<file path="src/rtl/dyn_addr_table_pkg.sv">
// Shared types for the I3C dynamic-address manager: address CCC events,
// completion codes, the controller state and the reserved-address constants.
package dyn_addr_table_pkg;

  typedef enum logic [1:0] {
    EVT_RSTDAA   = 2'd0,
    EVT_SETDASA  = 2'd1,
    EVT_SETNEWDA = 2'd2,
    EVT_SETAASA  = 2'd3
  } addr_evt_e;

  typedef enum logic [1:0] {
    ERR_OK        = 2'd0,
    ERR_COLLISION = 2'd1,
    ERR_BAD_STATE = 2'd2,
    ERR_RESERVED  = 2'd3
  } addr_err_e;

  typedef enum logic [2:0] {
    ST_IDLE   = 3'd0,
    ST_SCAN   = 3'd1,
    ST_COMMIT = 3'd2,
    ST_APPLY  = 3'd3,
    ST_DONE   = 3'd4
  } dat_state_e;

  localparam logic [6:0] I3cBroadcastAddr = 7'h7E;
  localparam logic [6:0] I3cAddrZero      = 7'h00;

endpackage

</file>
<file path="src/rtl/dyn_addr_table.sv">
// Dynamic-address table for the main and virtual I3C targets: validates address
// CCCs, scans for collisions, commits into the table and strobes the CSR hwif.
//
// state  | meaning
// IDLE   | ready for an address event
// SCAN   | walk all devices looking for a colliding dynamic address
// COMMIT | write the directed address and strobe its CSR update
// APPLY  | broadcast walk (RSTDAA / SETAASA), one device per cycle
// DONE   | one-cycle completion pulse with the result code
module dyn_addr_table
  import dyn_addr_table_pkg::*;
#(
  parameter int unsigned NumDevices  = 2,
  parameter int unsigned AddrWidth   = 7,
  parameter int unsigned DevIdxWidth = (NumDevices > 1) ? $clog2(NumDevices) : 1
) (
  input  logic                            clk_i,
  input  logic                            rst_i,
  input  logic                            evt_valid_i,
  output logic                            evt_ready_o,
  input  logic [1:0]                      evt_type_i,
  input  logic [DevIdxWidth-1:0]          evt_dev_i,
  input  logic [AddrWidth-1:0]            evt_addr_i,
  input  logic [NumDevices*AddrWidth-1:0] static_addr_i,
  input  logic [NumDevices-1:0]           static_addr_valid_i,
  output logic [NumDevices*AddrWidth-1:0] dyn_addr_o,
  output logic [NumDevices-1:0]           dyn_addr_valid_o,
  output logic                            upd_valid_o,
  output logic [DevIdxWidth-1:0]          upd_dev_o,
  output logic [AddrWidth-1:0]            upd_addr_o,
  output logic                            upd_addr_valid_o,
  output logic                            done_o,
  output logic [1:0]                      err_o
);

  localparam logic [DevIdxWidth-1:0] LastIdx = DevIdxWidth'(NumDevices - 1);

  dat_state_e                           state_q, state_d;
  logic [DevIdxWidth-1:0]               idx_q, idx_d;
  logic                                 coll_q, coll_d;
  addr_evt_e                            type_q, type_d;
  logic [DevIdxWidth-1:0]               dev_q, dev_d;
  logic [AddrWidth-1:0]                 addr_q, addr_d;
  logic                                 ready_q, ready_d;
  logic                                 upd_valid_q, upd_valid_d;
  logic [DevIdxWidth-1:0]               upd_dev_q, upd_dev_d;
  logic [AddrWidth-1:0]                 upd_addr_q, upd_addr_d;
  logic                                 upd_av_q, upd_av_d;
  logic                                 done_q, done_d;
  addr_err_e                            err_q, err_d;
  logic [NumDevices-1:0][AddrWidth-1:0] dyn_q;
  logic [NumDevices-1:0]                valid_q;

  logic [NumDevices-1:0][AddrWidth-1:0] static_addr;
  addr_evt_e                            evt_type;
  logic                                 dev_in_range, dev_cur_valid, addr_reserved, scan_hit;
  logic                                 ap_go;
  logic [DevIdxWidth-1:0]               ap_idx;
  addr_evt_e                            ap_type;

  assign static_addr   = static_addr_i;
  assign evt_type      = addr_evt_e'(evt_type_i);
  assign dev_in_range  = 32'(evt_dev_i) < NumDevices;
  assign dev_cur_valid = dev_in_range && valid_q[evt_dev_i];
  assign addr_reserved = (evt_addr_i == AddrWidth'(I3cBroadcastAddr)) ||
                         (evt_addr_i == AddrWidth'(I3cAddrZero));
  assign scan_hit      = (idx_q != dev_q) && valid_q[idx_q] && (dyn_q[idx_q] == addr_q);

  // Update strobes are prepared one edge early so every hwif output is a flop.
  always_comb begin
    state_d     = state_q;
    idx_d       = idx_q;
    coll_d      = coll_q;
    type_d      = type_q;
    dev_d       = dev_q;
    addr_d      = addr_q;
    upd_valid_d = 1'b0;
    upd_dev_d   = upd_dev_q;
    upd_addr_d  = upd_addr_q;
    upd_av_d    = upd_av_q;
    done_d      = 1'b0;
    err_d       = err_q;
    ap_go       = 1'b0;
    ap_idx      = '0;
    ap_type     = type_q;

    unique case (state_q)
      ST_IDLE: begin
        if (evt_valid_i && ready_q) begin
          type_d = evt_type;
          dev_d  = evt_dev_i;
          addr_d = evt_addr_i;
          coll_d = 1'b0;
          idx_d  = '0;
          if (evt_type == EVT_RSTDAA || evt_type == EVT_SETAASA) begin
            state_d = ST_APPLY;
            ap_go   = 1'b1;
            ap_type = evt_type;
          end else if (addr_reserved) begin
            state_d = ST_DONE;
            done_d  = 1'b1;
            err_d   = ERR_RESERVED;
          end else if (!dev_in_range ||
                       (evt_type == EVT_SETDASA && dev_cur_valid) ||
                       (evt_type == EVT_SETNEWDA && !dev_cur_valid)) begin
            state_d = ST_DONE;
            done_d  = 1'b1;
            err_d   = ERR_BAD_STATE;
          end else begin
            state_d = ST_SCAN;
          end
        end
      end
      ST_SCAN: begin
        coll_d = coll_q | scan_hit;
        if (idx_q == LastIdx) begin
          if (coll_d) begin
            state_d = ST_DONE;
            done_d  = 1'b1;
            err_d   = ERR_COLLISION;
          end else begin
            state_d     = ST_COMMIT;
            upd_valid_d = 1'b1;
            upd_dev_d   = dev_q;
            upd_addr_d  = addr_q;
            upd_av_d    = 1'b1;
          end
        end else begin
          idx_d = idx_q + 1'b1;
        end
      end
      ST_COMMIT: begin
        state_d = ST_DONE;
        done_d  = 1'b1;
        err_d   = ERR_OK;
      end
      ST_APPLY: begin
        if (idx_q == LastIdx) begin
          state_d = ST_DONE;
          done_d  = 1'b1;
          err_d   = ERR_OK;
        end else begin
          idx_d  = idx_q + 1'b1;
          ap_go  = 1'b1;
          ap_idx = idx_q + 1'b1;
        end
      end
      ST_DONE: state_d = ST_IDLE;
      default: state_d = ST_IDLE;
    endcase

    if (ap_go) begin
      upd_dev_d = ap_idx;
      if (ap_type == EVT_RSTDAA) begin
        upd_valid_d = 1'b1;
        upd_addr_d  = '0;
        upd_av_d    = 1'b0;
      end else if (static_addr_valid_i[ap_idx] && !valid_q[ap_idx]) begin
        upd_valid_d = 1'b1;
        upd_addr_d  = static_addr[ap_idx];
        upd_av_d    = 1'b1;
      end
    end

    ready_d = (state_d == ST_IDLE);
  end

  always_ff @(posedge clk_i or posedge rst_i) begin
    if (rst_i) begin
      state_q     <= ST_IDLE;
      idx_q       <= '0;
      coll_q      <= 1'b0;
      type_q      <= EVT_RSTDAA;
      dev_q       <= '0;
      addr_q      <= '0;
      ready_q     <= 1'b0;
      upd_valid_q <= 1'b0;
      upd_dev_q   <= '0;
      upd_addr_q  <= '0;
      upd_av_q    <= 1'b0;
      done_q      <= 1'b0;
      err_q       <= ERR_OK;
      dyn_q       <= '0;
      valid_q     <= '0;
    end else begin
      state_q     <= state_d;
      idx_q       <= idx_d;
      coll_q      <= coll_d;
      type_q      <= type_d;
      dev_q       <= dev_d;
      addr_q      <= addr_d;
      ready_q     <= ready_d;
      upd_valid_q <= upd_valid_d;
      upd_dev_q   <= upd_dev_d;
      upd_addr_q  <= upd_addr_d;
      upd_av_q    <= upd_av_d;
      done_q      <= done_d;
      err_q       <= err_d;
      // The table follows the strobe on the edge that ends the strobe cycle.
      if (upd_valid_q) begin
        dyn_q[upd_dev_q]   <= upd_addr_q;
        valid_q[upd_dev_q] <= upd_av_q;
      end
    end
  end

  assign evt_ready_o      = ready_q;
  assign dyn_addr_o       = dyn_q;
  assign dyn_addr_valid_o = valid_q;
  assign upd_valid_o      = upd_valid_q;
  assign upd_dev_o        = upd_dev_q;
  assign upd_addr_o       = upd_addr_q;
  assign upd_addr_valid_o = upd_av_q;
  assign done_o           = done_q;
  assign err_o            = err_q;

endmodule

</file>
<file path="config.mk">
export PLATFORM = sky130hd
export DESIGN_NAME = dyn_addr_table
export DESIGN_NICKNAME = d
export VERILOG_FILES = /design/src/rtl/dyn_addr_table_pkg.sv /design/src/rtl/dyn_addr_table.sv
export SDC_FILE = /design/constraint.sdc
export NUM_CORES = 1
export LEC_CHECK = 0
export ABC_AREA = 1
export CAP_MARGIN = 40
export CORE_ASPECT_RATIO = 0.7
export CORE_MARGIN = 2
export CORE_UTILIZATION = 54
export DETAILED_ROUTE_END_ITERATION = 8
export PLACE_DENSITY = 0.91
export SLEW_MARGIN = 20
export SYNTH_ARGS = -nofsm -noshare
export SYNTH_HDL_FRONTEND = slang
export SYNTH_SLANG_ARGS = --single-unit
</file>
<file path="constraint.sdc">
create_clock -name clk_i -period 2.91 [get_ports clk_i]
set_input_delay 0.7275 -clock clk_i [delete_from_list [all_inputs] [get_ports clk_i]]
set_output_delay 0.7275 -clock clk_i [all_outputs]
set_load 0.02 [all_outputs]
</file>
== Word level (Yosys, flattened, before mapping) ==
Index checks and enable logic that the tools add are counted.

* Output and inout port bits: 30
* Bits in registers: 45
* Input port bits: 29

* $add $sub $neg: 1
* Equality and inequality tests: 16
* Multiplexer cells: 77
* Reductions and logical operators: 28
* Bitwise logic cells: 1
* Order comparisons: 5

{| class="wikitable"
|+ Operators by type and width
! operator !! count
|-
| $mux W7 || 11
|-
| $mux W1 || 39
|-
| $mux W3 || 7
|-
| $mux W2 || 10
|-
| $bwmux W14 || 1
|-
| $ne A2 B2 Y1 const B || 6
|-
| $pmux W3 S4 || 1
|-
| $lt A1 B2 Y1 const B || 4
|-
| $pmux W2 S4 || 1
|-
| $reduce_bool A2 Y1 || 4
|-
| $demux W7 S1 || 1
|-
| $eq A7 B7 Y1 || 1
|-
| $eq A7 B7 Y1 const B || 1
|-
| $logic_and A1 B1 Y1 || 7
|-
| $logic_not A7 Y1 || 1
|-
| $reduce_and A7 Y1 || 1
|-
| $eq A3 B2 Y1 const B || 2
|-
| $logic_not A3 Y1 || 2
|-
| $pmux W1 S2 || 3
|-
| $reduce_and A2 Y1 || 3
|-
| $eq A2 B2 Y1 const B || 2
|-
| $logic_not A2 Y1 || 2
|-
| $pmux W1 S4 || 1
|-
| $reduce_bool A4 Y1 || 1
|-
| other kinds (13) || 16
|}

== Logic depth before layout (Yosys ltp) ==
Gate-level depths: netlist of run 1.

* Word-level depth: 11
* Mapped depth: 13
* Gate-level depth less buffers: 13

== Worst setup path before layout of run 1 ==
Ideal clock, no wire load.

* Path kind: input -> register
* From: input evt_type_i[0]
* To: register upd_addr_q[0] (netlist: upd_addr_o[0])
* Library setup time: 66 ps
* Data required time: 2844 ps
* Slack: 978 ps
* Arrival time: 1866 ps
* Cell stages on the path: 10
* Cell sequence: inv_1 -> ha_1 -> inv_1 -> nor2_2 -> o21ai_0 -> o21ai_2 -> nor2_1 -> nor2_4 -> nand3_1 -> nand2_1

* Word-level cells in the longest chain between the ends: 8
* Elaborated cells on any way between the ends: 12
* Those cells by class: eq/ne: 1; mux: 8; reduce/logical: 3

{| class="wikitable"
|+ Ends and longest elaborated chain
! item !! RTL line !! text
|-
| start: declaration || dyn_addr_table.sv:21 || <nowiki>input logic [1:0] evt_type_i,</nowiki>
|-
| $eq A2 B2 Y1 / $logic_not A2 Y1 (equally long branches) || dyn_addr_table.sv:95 || <nowiki>if (evt_type == EVT_RSTDAA || evt_type == EVT_SETAASA) begin</nowiki>
|-
| $logic_or A1 B1 Y1 || dyn_addr_table.sv:95 ||
|-
| $mux W2 || dyn_addr_table.sv:95 ||
|-
| $mux W2 || dyn_addr_table.sv:89 || <nowiki>if (evt_valid_i && ready_q) begin</nowiki>
|-
| $mux W2 || dyn_addr_table.sv:87 || <nowiki>unique case (state_q)</nowiki>
|-
| $logic_not A2 Y1 || dyn_addr_table.sv:154 || <nowiki>if (ap_type == EVT_RSTDAA) begin</nowiki>
|-
| $mux W7 || dyn_addr_table.sv:154 ||
|-
| $mux W7 (*) || dyn_addr_table.sv:152 || <nowiki>if (ap_go) begin</nowiki>
|-
| named net upd_addr_d[0] || dyn_addr_table.sv:47 || <nowiki>logic [AddrWidth-1:0] upd_addr_q, upd_addr_d;</nowiki>
|-
| end signal: assignment || dyn_addr_table.sv:195 || <nowiki>upd_addr_q <= upd_addr_d;</nowiki>
|-
| end: declaration || dyn_addr_table.sv:47 ||
|}

Mark *: on every way through the listed nets, which the timed path passes. The rest lies on a longest branch.
A chain may end at the register's enable or synchronous reset.

== Worst setup path after layout of run 1 ==
* From: input evt_type_i[0]
* To: register upd_addr_q[2] (netlist: upd_addr_o[2])

The elaborated chain is that of the path after synthesis.

==> impl_metrics.ini, run 1 <==
[synthesis]
synth_area_um2 = 2609
synth.area.top_cells = dfrtp_1 43%, nand2_1 14%, inv_1 7.9%, nand3_1 6.7%, o21ai_0 6.1%
syn_area_per_cell_um2 = 7.628
synth_cell_types = 27
async_flop_share_pct = 100.0
syn_nets = 373
yosys_most_used_dff = dfrtp_1
synth_cells = 342
synth_seq_cells = 45
yosysTopAreaCellShare_pct = 43.17
ys_seq_area_share_pct = 43.17
yosysTopAreaCell = dfrtp_1
synth_edf_count = 0
yosys_warnings = 0

[sta]
fmax_mhz = 438.1
finClkSkew_ns = 0.009283
min_period_ns = 2.282
rsz0062_at_grt = no
maxSlewViolCount = 0
setup_viol = 0
slew_headroom_pct = 65.24
final.setup.tns_ns = 0
hold_viol = 0
tightest_slew_ns = 0.5202
min_period_over_period_pct = 78.43
whs_ns = 0.5018
setup_slack_ns = 0.6276

[clock_network]
cts_hold_buffers = 0
clk_pin_slew_worst_paths_ns = 0.09
insertion_delay_ns = 0.31
postCtsSetupBuffers = 0
cts_tree = yes
numCtsBuffers = 5
clockBufferDepth = 2
cts_max_level = 2
cts_resized = 0
clockRootBuffer = clkbuf_8
clock-sinks = 45

[finish]
fin_nets = 436
antenna_cells = 0
final_util_pct = 72.41
area_delta_synth_final_pct = 30.55
drive_gt1_share_pct = 13.79
final.fill_count = 337
layout.cells.non_filler = 463

[critical_path]
timing.reg2reg.setup_slack_ns = 0.92
startpoint_type = input pin
reg2reg_depth = 8
critPathArrivalTime_ns = 2.49
endpoint_kind = flip-flop
critical_path_class = in2reg
critPathLaunch = evt_type_i[0]
r2r_end = upd_addr_o[2]$_DFF_PP0_
cp-endpoint = upd_addr_o[2]$_DFF_PP0_
critical_path.max_fanout = 8
r2r-start = idx_q$_DFFE_PP0P_
required_ns = 3.11

[placement]
place_ws_ns = 0.3182
place_hpwl_mm = 4.994
place_congestion = 0.8936
place_inst = 454
portBuffers = 58

[detailed_routing]
drt_wl_total_mm = 6.749
first_pass_iters = 5
ant_nets = 0
drc = 0
drt_iter0_drc = 199
vias = 2501
wl_per_cell_um = 14.58
vias_per_cell = 5.402

[die]
core_um2 = 4703
die_h_um = 62.15
rows = 21
die_width_um = 87.08
io_pins = 59
die_area_um2 = 5412
start_util_pct = 55.47

[worst_hold_path]
hold_path_class = reg2reg

[global_routing]
grtUsageTotal_pct = 25.42
grt_pass1_wl_mm = 10.77
grt_remaining_overflow = 0
antenna_found_initial = 0
grt_pass1_vias = 2294
grt_max_degree = 25

[power]
leakagePower_nw = 1.690
ir_drop_uv = 635.5
power.density_nw_per_um2 = 1162

[flow_run]
cap_violations = 0

[run_status]
status = finished, final reports clean
## cells by family (layout without fill, tap and decap cells)
logic type	count (synthesis)	after routing	share of synthesized area, %
DFF	45	45	43.17
AOI/OAI and AO/OA	43	43	9.209
adders and majority gates	2	2	0.9591
muxes	7	7	3.022
and+or+nand+nor	175	175	32.57
buffers and inverters	70	134	11.08
## how the worst min path moves through the flow
stage,to,depth (start not counted),from
6_report,type_q[1]$_DFFE_PP0P_,2,type_q[1]$_DFFE_PP0P_
4_1_cts,err_o[0]$_DFFE_PP0P_,2,err_o[0]$_DFFE_PP0P_
5_1_grt,type_q[1]$_DFFE_PP0P_,2,type_q[1]$_DFFE_PP0P_
3_3_place_gp,err_o[1]$_DFFE_PP0P_,2,err_o[1]$_DFFE_PP0P_
3_5_place_dp,err_o[0]$_DFFE_PP0P_,2,err_o[0]$_DFFE_PP0P_
2_1_floorplan,type_q[0]$_DFFE_PP0P_,2,type_q[0]$_DFFE_PP0P_
## cells in the final DEF, fill, tap and decap left out, types with 7 or more instances in the layout
cell type and count:
clkdlybuf4s50_1 58, dfrtp_1 45, inv_1 54, mux2_2 7, nand2_1 95, nand2_2 8
nand3_1 35, nand4_1 9, nor2_1 13, o21ai_0 32
## where the power goes
part | switching (mW) | internal (mW)
clock network | 0.222 | 0.279
logic | 1.36 | 0.883
registers | 0.284 | 0.929
## critical path, stage by stage
cell             delay [ns]
clkdlybuf4s50_1        0.50
inv_1                  0.07
ha_1                   0.29
inv_1                  0.12
nor2_2                 0.07
o21ai_0                0.10
o21ai_2                0.10
nor2_1                 0.23
nor2_4                 0.11
nand3_1                0.11
nand2_1                0.06
## cell usage after synthesis, types with 2 or more instances
cell,instances
o21ai_1,2
nand4_1,9
nand2_4,3
inv_2,6
buf_2,3
dfrtp_1,45
nor2_1,13
clkbuf_1,3
ha_1,2
inv_1,55
o21ai_2,4
buf_6,3
nand3_1,35
nand2_2,8
nor2_2,4
nand3_2,4
mux2_2,7
nor2_4,2
nand2_1,95
o21ai_0,32
## area by class of cell
cell class / instances / area (um2) / area share [%]
multi-input combinational: 227 / 1194 / 35.05
clock inverter: 2 / 37.54 / 1.102
sequential: 45 / 1126 / 33.06
tap: 57 / 71.32 / 2.094
timing repair buffer: 65 / 665.6 / 19.54
clock buffer: 6 / 82.58 / 2.425
inverter: 61 / 229.0 / 6.723
## state kept, by name, indices dropped and copies added (netlist names)
register          count
dyn_addr_o           14
addr_q                7
upd_addr_o            7
state_q               3
dyn_addr_valid_o      2
err_o                 2
type_q                2
coll_q                1
dev_q                 1
done_o                1
evt_ready_o           1
idx_q                 1
upd_addr_valid_o      1
upd_dev_o             1
upd_valid_o           1
## metrics by stage
step / total power, mW / cell area [um2]
floorplan: 2.651 / 2609
global placement: 3.316 / 3258
detailed placement: 3.414 / 3258
CTS: 3.927 / 3378
global route: 4.226 / 3406
finish: 3.957 / 3406
## per-layer routing
metal	GRT usage (%)	share of wire, %	up-vias
li1	-	-	1210
met1	35.73	44	1184
met2	40.17	49	94
met3	4.521	5.5	13
met4	7.617	1.5	0
met5	0	0	-
Note: power is estimated with default switching activity, not from simulation.
==> run 2, diff against run 1 <==
--- a/config.mk
+++ b/config.mk
@@ -9,9 +9,9 @@
 export CAP_MARGIN = 40
 export CORE_ASPECT_RATIO = 0.7
 export CORE_MARGIN = 2
-export CORE_UTILIZATION = 54
+export CORE_UTILIZATION = 50
 export DETAILED_ROUTE_END_ITERATION = 8
-export PLACE_DENSITY = 0.91
+export PLACE_DENSITY = 0.86
 export SLEW_MARGIN = 20
 export SYNTH_ARGS = -nofsm -noshare
 export SYNTH_HDL_FRONTEND = slang
==> constraint.sdc (replaced) <==
create_clock -name clk_i -period 2.3 [get_ports clk_i]
set_input_delay 0.575 -clock clk_i [delete_from_list [all_inputs] [get_ports clk_i]]
set_output_delay 0.575 -clock clk_i [all_outputs]
set_load 0.02 [all_outputs]
==> impl_metrics.ini, run 2 (synthesized netlist as in run 1, its figures left out) <==
[run_status]
status = finished, final reports clean

[global_routing]
grtUsageTotal_pct = 23.54
grt_max_degree = 46
grt_pass1_wl_mm = 10.81
antenna_found_initial = 0
grt_remaining_overflow = 0
grt_pass1_vias = 2411

[finish]
area_delta_synth_final_pct = 29.64
fin_area_um2 = 3382
final_common_cell = nand2_1
antenna_cells = 0
final_util_pct = 68.83
fin_nets = 438
drive_gt1_share_pct = 13.76
mostFrequentLayoutCells = 95 x nand2_1, 58 x clkdlybuf4s50_1, 54 x inv_1, 45 x dfrtp_1, 35 x nand3_1
largest_reg_flops = 14

[critical_path]
slowest_delay_ns = 0.48
critPathArrivalTime_ns = 2.29
r2r-start = idx_q$_DFFE_PP0P_
crit_slowest_cell = clkdlybuf4s50_1
startpoint_type = input pin
reg2reg_depth = 12
critical_path_class = in2reg
r2r_end = err_o[1]$_DFFE_PP0P_
crit_chain = clkdlybuf4s50_1 > inv_1 > ha_1 > inv_1 > nor2_2 > o21ai_0 > o21ai_2 > nor2_1 > nor2_4 > nand3_1 > nand2_1
cp_common_cell = inv_1
required_ns = 2.50
timing.reg2reg.setup_slack_ns = 0.48
cp-endpoint = upd_addr_o[5]$_DFF_PP0_
critPathLaunch = evt_type_i[0]
critical_path.max_fanout = 8
endpoint_kind = flip-flop

[die]
start_util_pct = 53.09
die_h_um = 64.44
core_um2 = 4913
io_pins = 59
rows = 21
die_width_um = 90.34
die_area_um2 = 5821

[sta]
slew_headroom_pct = 67.27
min_period_over_period_pct = 90.99
min_period_ns = 2.093
whs_ns = 0.4901
fmax_mhz = 477.8
rsz0062_at_grt = no
setup_viol = 0
finClkSkew_ns = 0.004299
hold_viol = 0
tightest_slew_ns = 0.4898
maxSlewViolCount = 0

[clock_network]
cts_hold_buffers = 0
clockBufferDepth = 2
postCtsSetupBuffers = 0
clock-sinks = 45
cts_resized = 0
insertion_delay_ns = 0.30
clockRootBuffer = clkbuf_8
numCtsBuffers = 5
clk_pin_slew_worst_paths_ns = 0.08
cts_max_level = 2
cts_tree = yes

[placement]
place_hpwl_mm = 4.839
dpl_cell_area_um2 = 3296
place_congestion = 0.8894
portBuffers = 58

[power]
ir_drop_uv = 904.6
leakagePower_nw = 1.680
power.density_nw_per_um2 = 1433

[flow_run]
cap_violations = 0

[detailed_routing]
vias = 2424
drc = 0
drt_wl_total_mm = 6.359
wl_met2_mm = 2.988
topRoutingLayerUsed = met4
first_pass_iters = 4
wl_met1_mm = 2.870
drt_iter0_drc = 169
wl_per_cell_um = 13.36
ant_nets = 0
wl_met3_um = 425
vias_per_cell = 5.092

[worst_hold_path]
hold_path_class = reg2reg
## run 2: cell count changes in the layout (fill, tap and decap cells not counted), sizes merged
cell	previous run	this run
clkbuf	6	7
buf	7	9
bufinv	1	0
clkinvlp	1	0
## run 2: cell type report
| cell class | count | area, um2 |
|---|---|---|
| fillers | 399 | 1531 |
| multi-input cells | 227 | 1194 |
| flip-flops and latches | 45 | 1126 |
| repair buffers | 67 | 660.6 |
| inverters | 61 | 229.0 |
| clock buffers | 7 | 86.33 |
| well taps | 69 | 86.33 |
## run 2: worst min-delay path by stage
| stage | startpoint | endpoint | slack [ns] | depth (start not counted) |
|---|---|---|---|---|
| after detailed placement | err_o[1]$_DFFE_PP0P_ | err_o[1]$_DFFE_PP0P_ | 0.47 | 2 |
| after CTS | err_o[1]$_DFFE_PP0P_ | err_o[1]$_DFFE_PP0P_ | 0.49 | 2 |
| after floorplan | type_q[0]$_DFFE_PP0P_ | type_q[0]$_DFFE_PP0P_ | 0.45 | 2 |
| final | err_o[1]$_DFFE_PP0P_ | err_o[1]$_DFFE_PP0P_ | 0.49 | 2 |
| after global routing | type_q[0]$_DFFE_PP0P_ | type_q[0]$_DFFE_PP0P_ | 0.51 | 2 |
| after global placement | err_o[1]$_DFFE_PP0P_ | err_o[1]$_DFFE_PP0P_ | 0.47 | 2 |
## run 2: where the power goes
| part | internal [mW] | total, mW | switching [mW] |
|---|---|---|---|
| combinational | 1.13 | 2.82 | 1.70 |
| clock | 0.239 | 0.505 | 0.266 |
| sequential | 1.18 | 1.52 | 0.340 |
| total | 2.54 | 4.85 | 2.30 |
## run 2: through the flow
stage / TNS [ns] / cells / total power, mW / setup slack, ns
final: 0 / 476 / 4.846 / 0.2073
after global routing: 0 / 476 / 5.255 / 0.1007
after CTS: 0 / 476 / 4.844 / 0.2113
after detailed placement: -0.6580 / 469 / 4.332 / -0.1015
after global placement: 0 / 469 / 4.218 / 0.002903
after floorplan: 0 / 342 / 3.354 / 0.5205
## run 2: worst max-delay path, delay by kind of cell
kind | cells | cell delay, ns
and+or+nand+nor | 5 | 0.55
AOI/OAI and AO/OA | 2 | 0.19
buffers and inverters | 3 | 0.66
adders and majority gates | 1 | 0.29
## run 2: metal layers
metal / vias to the layer above / global-route usage, %
met5: - / 0
met4: 0 / 8.077
met3: 9 / 7.558
met2: 84 / 38.25
met1: 1125 / 30.08
li1: 1206 / -
